File: src/rtl/io_bus_bridge_if.sv
// Bus-side and slot-side signal bundle of io_bus_bridge.
// The bridge connects through the slave modport; the environment uses the master modport.
interface io_bus_bridge_if #(
    parameter int NUM_SLOTS = 16,
    parameter int REG_AW    = 5,
    parameter int DATA_W    = 32
);
    logic                          bus_cs;
    logic                          bus_rd;
    logic                          bus_wr;
    logic [31:0]                   bus_addr;
    logic [DATA_W-1:0]             bus_wr_data;
    logic [DATA_W-1:0]             bus_rd_data;
    logic                          bus_ready;
    logic                          bus_err;
    logic [NUM_SLOTS-1:0]          slot_cs;
    logic                          slot_rd;
    logic                          slot_wr;
    logic [REG_AW-1:0]             slot_reg_addr;
    logic [DATA_W-1:0]             slot_wr_data;
    logic [NUM_SLOTS*DATA_W-1:0]   slot_rd_data;
    logic [NUM_SLOTS-1:0]          slot_ready;

    modport slave (
        input  bus_cs, bus_rd, bus_wr, bus_addr, bus_wr_data, slot_rd_data, slot_ready,
        output bus_rd_data, bus_ready, bus_err, slot_cs, slot_rd, slot_wr,
               slot_reg_addr, slot_wr_data
    );

    modport master (
        output bus_cs, bus_rd, bus_wr, bus_addr, bus_wr_data, slot_rd_data, slot_ready,
        input  bus_rd_data, bus_ready, bus_err, slot_cs, slot_rd, slot_wr,
               slot_reg_addr, slot_wr_data
    );
endinterface

File: src/rtl/io_bus_bridge.sv
// Handshaked MCS bus to NUM_SLOTS peripheral-slot bridge (IDLE -> ACCESS -> RESP).
// Optional ACCESS timeout enabled by defining IO_BRIDGE_TIMEOUT_EN.
module io_bus_bridge #(
    parameter int NUM_SLOTS   = 16,
    parameter int REG_AW      = 5,
    parameter int DATA_W      = 32,
    parameter int TIMEOUT_CYC = 255
) (
    input  logic            clk,
    input  logic            reset_n,
    io_bus_bridge_if.slave  bus
);
    localparam int SLOT_AW = $clog2(NUM_SLOTS);
    localparam int SLOT_LO = REG_AW + 2;
    localparam int SLOT_HI = REG_AW + SLOT_AW + 1;
    localparam logic [SLOT_AW:0] SLOT_LIMIT = (SLOT_AW + 1)'(NUM_SLOTS);

    typedef enum logic [1:0] {IDLE, ACCESS, RESP} state_e;

    state_e              state_q, state_d;
    logic [SLOT_AW-1:0]  slot_q, slot_d;
    logic [REG_AW-1:0]   reg_q, reg_d;
    logic [DATA_W-1:0]   wr_data_q, wr_data_d;
    logic [DATA_W-1:0]   rd_data_q, rd_data_d;
    logic                is_rd_q, is_rd_d;
    logic                err_q, err_d;

    logic [SLOT_AW-1:0]  req_slot;
    logic                req_any;
    logic                req_bad;
    logic                sel_ready;
    logic [DATA_W-1:0]   sel_data;
    logic                in_access;

    assign req_slot  = bus.bus_addr[SLOT_HI:SLOT_LO];
    assign req_any   = bus.bus_cs && (bus.bus_rd || bus.bus_wr);
    assign req_bad   = (bus.bus_rd && bus.bus_wr) || ({1'b0, req_slot} >= SLOT_LIMIT);
    assign sel_ready = bus.slot_ready[slot_q];
    assign sel_data  = bus.slot_rd_data[int'(slot_q)*DATA_W +: DATA_W];
    assign in_access = (state_q == ACCESS);

    // Address bits outside the slot/register fields carry no meaning here.
    logic unused_addr_bits;
    assign unused_addr_bits = ^{bus.bus_addr[31:SLOT_HI+1], bus.bus_addr[1:0]};

`ifdef IO_BRIDGE_TIMEOUT_EN
    localparam int CNT_RAW = $clog2(TIMEOUT_CYC + 1);
    localparam int CNT_W   = (CNT_RAW < 8) ? 8 : ((CNT_RAW > 16) ? 16 : CNT_RAW);

    logic [CNT_W-1:0] cnt_q, cnt_d;
    logic [CNT_W-1:0] cnt_inc;
    logic             timed_out;

    assign cnt_inc   = cnt_q + 1'b1;
    assign timed_out = (cnt_inc == CNT_W'(TIMEOUT_CYC));
`else
    logic unused_timeout;
    assign unused_timeout = (TIMEOUT_CYC != 0);
`endif

    // NOTE: every next-state signal gets its hold value first, so no path can infer a latch.
    always_comb begin
        state_d   = state_q;
        slot_d    = slot_q;
        reg_d     = reg_q;
        wr_data_d = wr_data_q;
        rd_data_d = rd_data_q;
        is_rd_d   = is_rd_q;
        err_d     = err_q;
`ifdef IO_BRIDGE_TIMEOUT_EN
        cnt_d     = cnt_q;
`endif
        case (state_q)
            IDLE: begin
                if (req_any) begin
                    slot_d    = req_slot;
                    reg_d     = bus.bus_addr[REG_AW+1:2];
                    wr_data_d = bus.bus_wr_data;
                    is_rd_d   = bus.bus_rd && !bus.bus_wr;
                    if (req_bad) begin
                        state_d = RESP;
                        err_d   = 1'b1;
                        if (bus.bus_rd && !bus.bus_wr) rd_data_d = '0;
                    end else begin
                        state_d = ACCESS;
                        err_d   = 1'b0;
`ifdef IO_BRIDGE_TIMEOUT_EN
                        cnt_d   = '0;
`endif
                    end
                end
            end
            ACCESS: begin
                // Ready wins over a timeout landing in the same cycle.
                if (sel_ready) begin
                    if (is_rd_q) rd_data_d = sel_data;
                    err_d   = 1'b0;
                    state_d = RESP;
`ifdef IO_BRIDGE_TIMEOUT_EN
                end else if (timed_out) begin
                    if (is_rd_q) rd_data_d = '0;
                    err_d   = 1'b1;
                    state_d = RESP;
                end else begin
                    cnt_d   = cnt_inc;
`endif
                end
            end
            RESP:    state_d = IDLE;
            default: state_d = IDLE;
        endcase
    end

    // NOTE: sequential state uses non-blocking assignments so all registers update together.
    always_ff @(posedge clk or negedge reset_n) begin
        if (!reset_n) begin
            state_q   <= IDLE;
            slot_q    <= '0;
            reg_q     <= '0;
            wr_data_q <= '0;
            rd_data_q <= '0;
            is_rd_q   <= 1'b0;
            err_q     <= 1'b0;
`ifdef IO_BRIDGE_TIMEOUT_EN
            cnt_q     <= '0;
`endif
        end else begin
            state_q   <= state_d;
            slot_q    <= slot_d;
            reg_q     <= reg_d;
            wr_data_q <= wr_data_d;
            rd_data_q <= rd_data_d;
            is_rd_q   <= is_rd_d;
            err_q     <= err_d;
`ifdef IO_BRIDGE_TIMEOUT_EN
            cnt_q     <= cnt_d;
`endif
        end
    end

    assign bus.bus_rd_data   = rd_data_q;
    assign bus.bus_ready     = (state_q == RESP);
    assign bus.bus_err       = (state_q == RESP) && err_q;
    assign bus.slot_cs       = in_access ? ({{(NUM_SLOTS-1){1'b0}}, 1'b1} << slot_q) : '0;
    assign bus.slot_rd       = in_access && is_rd_q;
    assign bus.slot_wr       = in_access && !is_rd_q;
    assign bus.slot_reg_addr = reg_q;
    assign bus.slot_wr_data  = wr_data_q;
endmodule

File: src/flat_wrapper.sv
// flat-port wrapper written by rule: the top's interface ports become plain ports
module io_bus_bridge_flat 
#(
    parameter int NUM_SLOTS   = 16,
    parameter int REG_AW      = 5,
    parameter int DATA_W      = 32,
    parameter int TIMEOUT_CYC = 255
)
  (clk, reset_n, bus_bus_cs, bus_bus_rd, bus_bus_wr, bus_bus_addr, bus_bus_wr_data, bus_slot_rd_data, bus_slot_ready, bus_bus_rd_data, bus_bus_ready, bus_bus_err, bus_slot_cs, bus_slot_rd, bus_slot_wr, bus_slot_reg_addr, bus_slot_wr_data);
  io_bus_bridge_if #(.NUM_SLOTS(NUM_SLOTS), .REG_AW(REG_AW), .DATA_W(DATA_W)) bus_i ();
  input  logic clk;
  input  logic reset_n;
  input wire logic [$bits(bus_i.bus_cs)-1:0] bus_bus_cs;
  input wire logic [$bits(bus_i.bus_rd)-1:0] bus_bus_rd;
  input wire logic [$bits(bus_i.bus_wr)-1:0] bus_bus_wr;
  input wire logic [$bits(bus_i.bus_addr)-1:0] bus_bus_addr;
  input wire logic [$bits(bus_i.bus_wr_data)-1:0] bus_bus_wr_data;
  input wire logic [$bits(bus_i.slot_rd_data)-1:0] bus_slot_rd_data;
  input wire logic [$bits(bus_i.slot_ready)-1:0] bus_slot_ready;
  output wire logic [$bits(bus_i.bus_rd_data)-1:0] bus_bus_rd_data;
  output wire logic [$bits(bus_i.bus_ready)-1:0] bus_bus_ready;
  output wire logic [$bits(bus_i.bus_err)-1:0] bus_bus_err;
  output wire logic [$bits(bus_i.slot_cs)-1:0] bus_slot_cs;
  output wire logic [$bits(bus_i.slot_rd)-1:0] bus_slot_rd;
  output wire logic [$bits(bus_i.slot_wr)-1:0] bus_slot_wr;
  output wire logic [$bits(bus_i.slot_reg_addr)-1:0] bus_slot_reg_addr;
  output wire logic [$bits(bus_i.slot_wr_data)-1:0] bus_slot_wr_data;
  assign bus_i.bus_cs = bus_bus_cs;
  assign bus_i.bus_rd = bus_bus_rd;
  assign bus_i.bus_wr = bus_bus_wr;
  assign bus_i.bus_addr = bus_bus_addr;
  assign bus_i.bus_wr_data = bus_bus_wr_data;
  assign bus_i.slot_rd_data = bus_slot_rd_data;
  assign bus_i.slot_ready = bus_slot_ready;
  assign bus_bus_rd_data = bus_i.bus_rd_data;
  assign bus_bus_ready = bus_i.bus_ready;
  assign bus_bus_err = bus_i.bus_err;
  assign bus_slot_cs = bus_i.slot_cs;
  assign bus_slot_rd = bus_i.slot_rd;
  assign bus_slot_wr = bus_i.slot_wr;
  assign bus_slot_reg_addr = bus_i.slot_reg_addr;
  assign bus_slot_wr_data = bus_i.slot_wr_data;
  io_bus_bridge #(.NUM_SLOTS(NUM_SLOTS), .REG_AW(REG_AW), .DATA_W(DATA_W), .TIMEOUT_CYC(TIMEOUT_CYC)) u_core (.clk(clk), .reset_n(reset_n), .bus(bus_i));
endmodule
File: config.mk
export PLATFORM = sky130hd
export DESIGN_NAME = io_bus_bridge_flat
export DESIGN_NICKNAME = d
export VERILOG_FILES = /design/src/rtl/io_bus_bridge_if.sv /design/src/rtl/io_bus_bridge.sv /design/src/flat_wrapper.sv
export SDC_FILE = /design/constraint.sdc
export NUM_CORES = 1
export LEC_CHECK = 0
export BUFFER_PORTS_ARGS = -buffer_cell sky130_fd_sc_hd__buf_2
export CAP_MARGIN = 40
export CORE_AREA = 3 3 268 270
export DETAILED_ROUTE_END_ITERATION = 12
export DIE_AREA = 0 0 271 273
export HOLD_SLACK_MARGIN = 0.06
export PLACE_DENSITY = 0.3
export SYNTH_ARGS = -nofsm -noshare
export SYNTH_HDL_FRONTEND = slang
export SYNTH_SLANG_ARGS = --single-unit
File: constraint.sdc
create_clock -name clk -period 2.8 [get_ports clk]
set_clock_uncertainty 0.2 [all_clocks]
set_input_delay 0.14 -clock clk [delete_from_list [all_inputs] [get_ports clk]]
set_output_delay 0.14 -clock clk [all_outputs]
set_load 0.02 [all_outputs]
### Word level (Yosys, flattened, before mapping)

Index checks and enable logic that the tools add are counted.

* register bits: 77
* input bits: 597
* output and inout bits: 89
* logic and storage cells: 49

* magnitude comparators: 1
* equal/unequal tests: 7
* shifts and indexed selects: 2
* mux-type cells: 17
* reductions and logical operators: 15

Operator list (count)
* $shiftx 512x10->32: 1
* $mux 32: 5
* $pmux 32 s2: 1
* $mux 16: 1
* $shl 1x4->16 const A: 1
* $ne 2x1->1 const B: 5
* $logic_and 1x1->1: 6
* $mux 2: 3
* $reduce_and 6->1: 1
* $lt 4x5->1 const B: 1
* $bmux 1 s4: 1
* $mux 1: 4
* $pmux 2 s2: 1
* $reduce_and 2->1: 2
* $reduce_and 3->1: 1
* $eq 2x1->1 const B: 1
* $eq 2x2->1 const B: 1
* $logic_not 1->1: 2
* $logic_not 2->1: 1
* $pmux 1 s2: 1
* $reduce_bool 2->1: 1
* $logic_or 1x1->1: 1

### Depth between registers and ports, before layout

* depth in word-level cells: 6
* mapped depth: 9
* depth with buffers taken out: 5

### Worst setup path after synthesis

OpenSTA, ideal clock, no wires.

* kind: register to output
* from: register u_core.slot_q[1]
* to: output bus_slot_cs[0]
* data arrival time: 1781 ps
* data required time: 2460 ps
* slack: 679 ps
* stages on the path, launching flop included: 7
* path buffers: 5
* path through: dfrtp_1 -> buf_2 -> buf_6 -> buf_6 -> buf_2 -> buf_2 -> nor4_1

* word-level cells in the longest chain between the ends: 2

RTL lines
* from (decl): line io_bus_bridge.sv:21 `logic [SLOT_AW-1:0] slot_q, slot_d;`
* from (signal assigned): line io_bus_bridge.sv:129 `slot_q <= slot_d;`
* $shl 1x4->16: line io_bus_bridge.sv:144 `assign bus.slot_cs = in_access ? ({{(NUM_SLOTS-1){1'b0}}, 1'b1} << slot_q) : '0;`
* $mux 16: line io_bus_bridge.sv:144
* to (decl): line flat_wrapper.sv:23 `output wire logic [$bits(bus_i.slot_cs)-1:0] bus_slot_cs;`

Every way passes these cells.

### Worst setup path after layout

* from: register u_core.slot_q[0]
* to: register u_core.rd_data_q[22], in the netlist u_core.bus.bus_rd_data[22]

* word-level cells in the longest chain between the ends: 4
* elaborated cells between the ends (all ways): 8
* classes of those cells: 1 x eq/ne; 1 x shift; 5 x mux; 1 x reduce/logical

RTL lines
* $shiftx 512x10->32 or $bmux 1 s4 (tied branches): line io_bus_bridge.sv:39, io_bus_bridge.sv:38
* $mux 32 or $mux 1 (tied branches): line io_bus_bridge.sv:96, io_bus_bridge.sv:38
* $mux 32 or $ne 2x1->1 (tied branches)
* $pmux 32 s2 or $reduce_and 6->1 (tied branches)
* to (signal assigned): line io_bus_bridge.sv:132 `rd_data_q <= rd_data_d;`
* to (decl): line io_bus_bridge.sv:24 `logic [DATA_W-1:0] rd_data_q, rd_data_d;`

Parallel ways exist; a longest one is shown, timed or not. The select of a mux whose other input is x is not followed.
A chain may end at the register's enable or synchronous reset.

==> out/summary.txt <==
Status: complete, no violations
Dpl cells: 2150
Total wire length: 48400 um
H-tree depth: 3
Min Tclk post-route: 2550 ps
YS warnings: 0
Total track usage: 12.5%
Die ar.: 74000 sq um
Kind of critical path: reg2reg
Post-route insts no fill: 2216
Via density: 3.68
F_max: 392 MHz
Post-route clock period utilization: 91.2%
Final Hold Viols: 0
Post-synth top area cell: mux4_2
Hold Slack: 59.5 ps
Sequential Power Share: 17.7%
Share of the synthesized area in the top cell type: 31.3%
FF-to-FF Start: u_core.slot_q[0]
Post-Syn Area: 7190 sq um
Clk sinks: 77
CTS tree: built
DR DRC count: 0
FF/Latch Area: 1930 sq um
Clock slew at reported path FFs: 80 ps
Sw frac: 46.4%
R2R depth: 6
Root Buffer: clkbuf_16
Vias in the first global route: 9076
Least-Margin Pin Slew: 824 ps
Worst Path Required: 2860 ps
Post-CTS setup buffer count: 0
Critical path startpoint: u_core.slot_q[0]
Detailed placement HPWL: 40900 um
Sequential fraction of the synthesis area: 26.8%
Wire per inst: 21.8 um
Power per cell area: 933 nW/um^2
Setup TNS: 0 ps
Vias: 8164
Synthesized area per cell: 12.8 sq um
Power share of the clock group: 10.7%
Synthesized flop and latch total: 77
Post-Syn Instances: 563
Clock Path Buffers: 2
Worst EP arrival: 2610 ps
Rel. slew slack: 44.9%
Netlist cell types: 34
Fin. max-slew vios: 0
Tot Pwr: 11.8 mW
# rows: 97
First-pass GRT wire length: 66500 um
Main area contributors after synthesis: mux4_2 (31%), dfrtp_1 (27%), mux2i_1 (9.1%)
Max-Cap Viols: 0
Starting Density: 10.3%
Area of the multi-input gates: 4920 sq um
I/O Buffers: 662
Crit end category: flip-flop
Psw: 5.47 mW
TritonCTS Buffers: 9
Die H: 273 um
Syn-to-layout area delta: 75.7%
Initial DRC count: 280
Core Area: 69800 sq um
Share of cells above drive strength 1: 70.9%
Worst-Skew Late Latency: 380 ps
IR drop worst, VDD: 381 uV
Logic pwr share: 71.6%
Largest net degree at the start of global routing: 56
Die Width: 271 um
Syn_nets: 1160
Pint: 6.31 mW
Gr ovfl total: 0
R2R Path End: u_core.bus.bus_rd_data[22]
Initial antenna violation count: 17
Routed Antenna Nets: 0
Leakage: 5.99 nW
Class of the worst hold path: in2async
I/O pin count: 686
Final net count: 1865
RSZ-0062 raised after global routing: no
Iteration count of the initial detailed-routing pass: 4
Endpoints failing setup: 0
Max FO, Critical Path: 15
Flop-to-flop setup slack: 250 ps
CP Launch Type: flip-flop
Fill count: 7882
GPL Wtd Cong: 0.968
## routing by layer
metal,vias up,wire length [um],GRT usage (%)
li1,3716,-,-
met1,3961,19100,14.7
met2,419,24400,22.3
met3,50,3910,3.80
met4,18,771,2.84
met5,-,107,0
## power by group through the flow
stage,logic [mW],registers (mW),clock network (mW)
floorplan,4.93,2.54,0
global placement,8.54,2.12,0
detailed placement,8.60,2.13,0
CTS,8.70,2.12,1.36
global route,9.12,2.20,1.38
finish,8.43,2.09,1.26
## cells in the final DEF, fill, tap and decap left out, types with 2 or more instances in the layout
| master | instances |
|---|---|
| nand2_1 | 49 |
| o21ai_0 | 3 |
| and2_1 | 3 |
| dfrtp_4 | 2 |
| nor2b_4 | 2 |
| buf_2 | 661 |
| mux2_1 | 7 |
| mux2_4 | 10 |
| clkinv_2 | 2 |
| dlygate4sd3_1 | 47 |
| inv_6 | 2 |
| nor4_1 | 2 |
| mux2i_1 | 65 |
| nor2_4 | 2 |
| buf_4 | 34 |
| mux2_2 | 56 |
| dfrtp_1 | 75 |
| mux4_2 | 100 |
| clkbuf_16 | 9 |
| nor3_1 | 8 |
| nor2b_2 | 2 |
| o22ai_1 | 7 |
| a22oi_1 | 81 |
| buf_12 | 12 |
| inv_1 | 2 |
| nor2_1 | 9 |
| diode_2 | 3 |
| nand2b_1 | 5 |
## registers in the layout, indices dropped and copies added, names as in the netlist
name,count
u_core.bus.slot_wr_data,32
u_core.is_rd_q,1
u_core.err_q,1
u_core.bus.slot_reg_addr,5
u_core.slot_q,4
u_core.state_q,2
u_core.bus.bus_rd_data,32
## final cells by class
class | instances | share of cell area, %
clock buffers | 9 | 1.78
flip-flops and latches | 77 | 15.3
repair buffers | 755 | 34.1
well taps | 940 | 9.31
diodes | 3 | 0.0594
inverters | 2 | 0.0594
clock inverters | 7 | 0.436
multi-input cells | 423 | 39.0
## cells in the mapped netlist, drive strengths merged
cell	instances
nor4	2
nor2b	5
nor3	8
nand2b	5
clkbuf	21
o2bb2ai	1
and2	4
o22ai	8
mux4	100
o31ai	1
nand3	1
dfrtp	77
mux2i	65
a22oi	82
and2b	1
or3b	1
a21oi	1
nand2	49
buf	40
o21ai	3
nor3b	1
o221ai	1
mux2	73
inv	2
nor2	11
## cell families (layout without fill, tap and decap cells)
group	count (synthesis)	count (layout)	share of synthesized area [%]
other cells	0	3	0
simple gates	88	88	5.52
mux	238	238	52.3
buf+inv	63	773	5.26
compound gates	97	97	10.1
flops	77	77	26.8
## per-stage QoR
stage,util (%),setup slack (ps),area [sq um]
CTS,18.1,15.3,12600
finish,18.1,247,12600
detailed placement,17.0,40.0,11900
global placement,17.0,59.3,11800
global route,18.1,67.6,12600
floorplan,-,679,7190
## worst max-delay path, cell delays in order, from the launching register on
cell and delay, ps:
dfrtp_4 670, buf_4 200, mux4_2 500, a22oi_2 350
buf_4 190, nand2_1 40, mux2_4 250
## worst max path at each step
stage / to / slack (ps) / cells after the start
final: u_core.bus.bus_rd_data[22] / 250 / 6
after global routing: u_core.state_q[1] / 70 / 7
after CTS: u_core.bus.bus_rd_data[22] / 20 / 6
after detailed placement: u_core.bus.bus_rd_data[22] / 40 / 6
after global placement: u_core.bus.bus_rd_data[22] / 60 / 6
after floorplan: bus_slot_cs[0] / 680 / 6
## repair_timing
action                                  4_1_cts  5_1_grt
gates resized for setup                       0        1
endpoints found under the setup margin        0        1
hold endpoints to repair                    122        0
hold buffers                                 47        0
No activity file was read; power rests on OpenSTA's default activity.
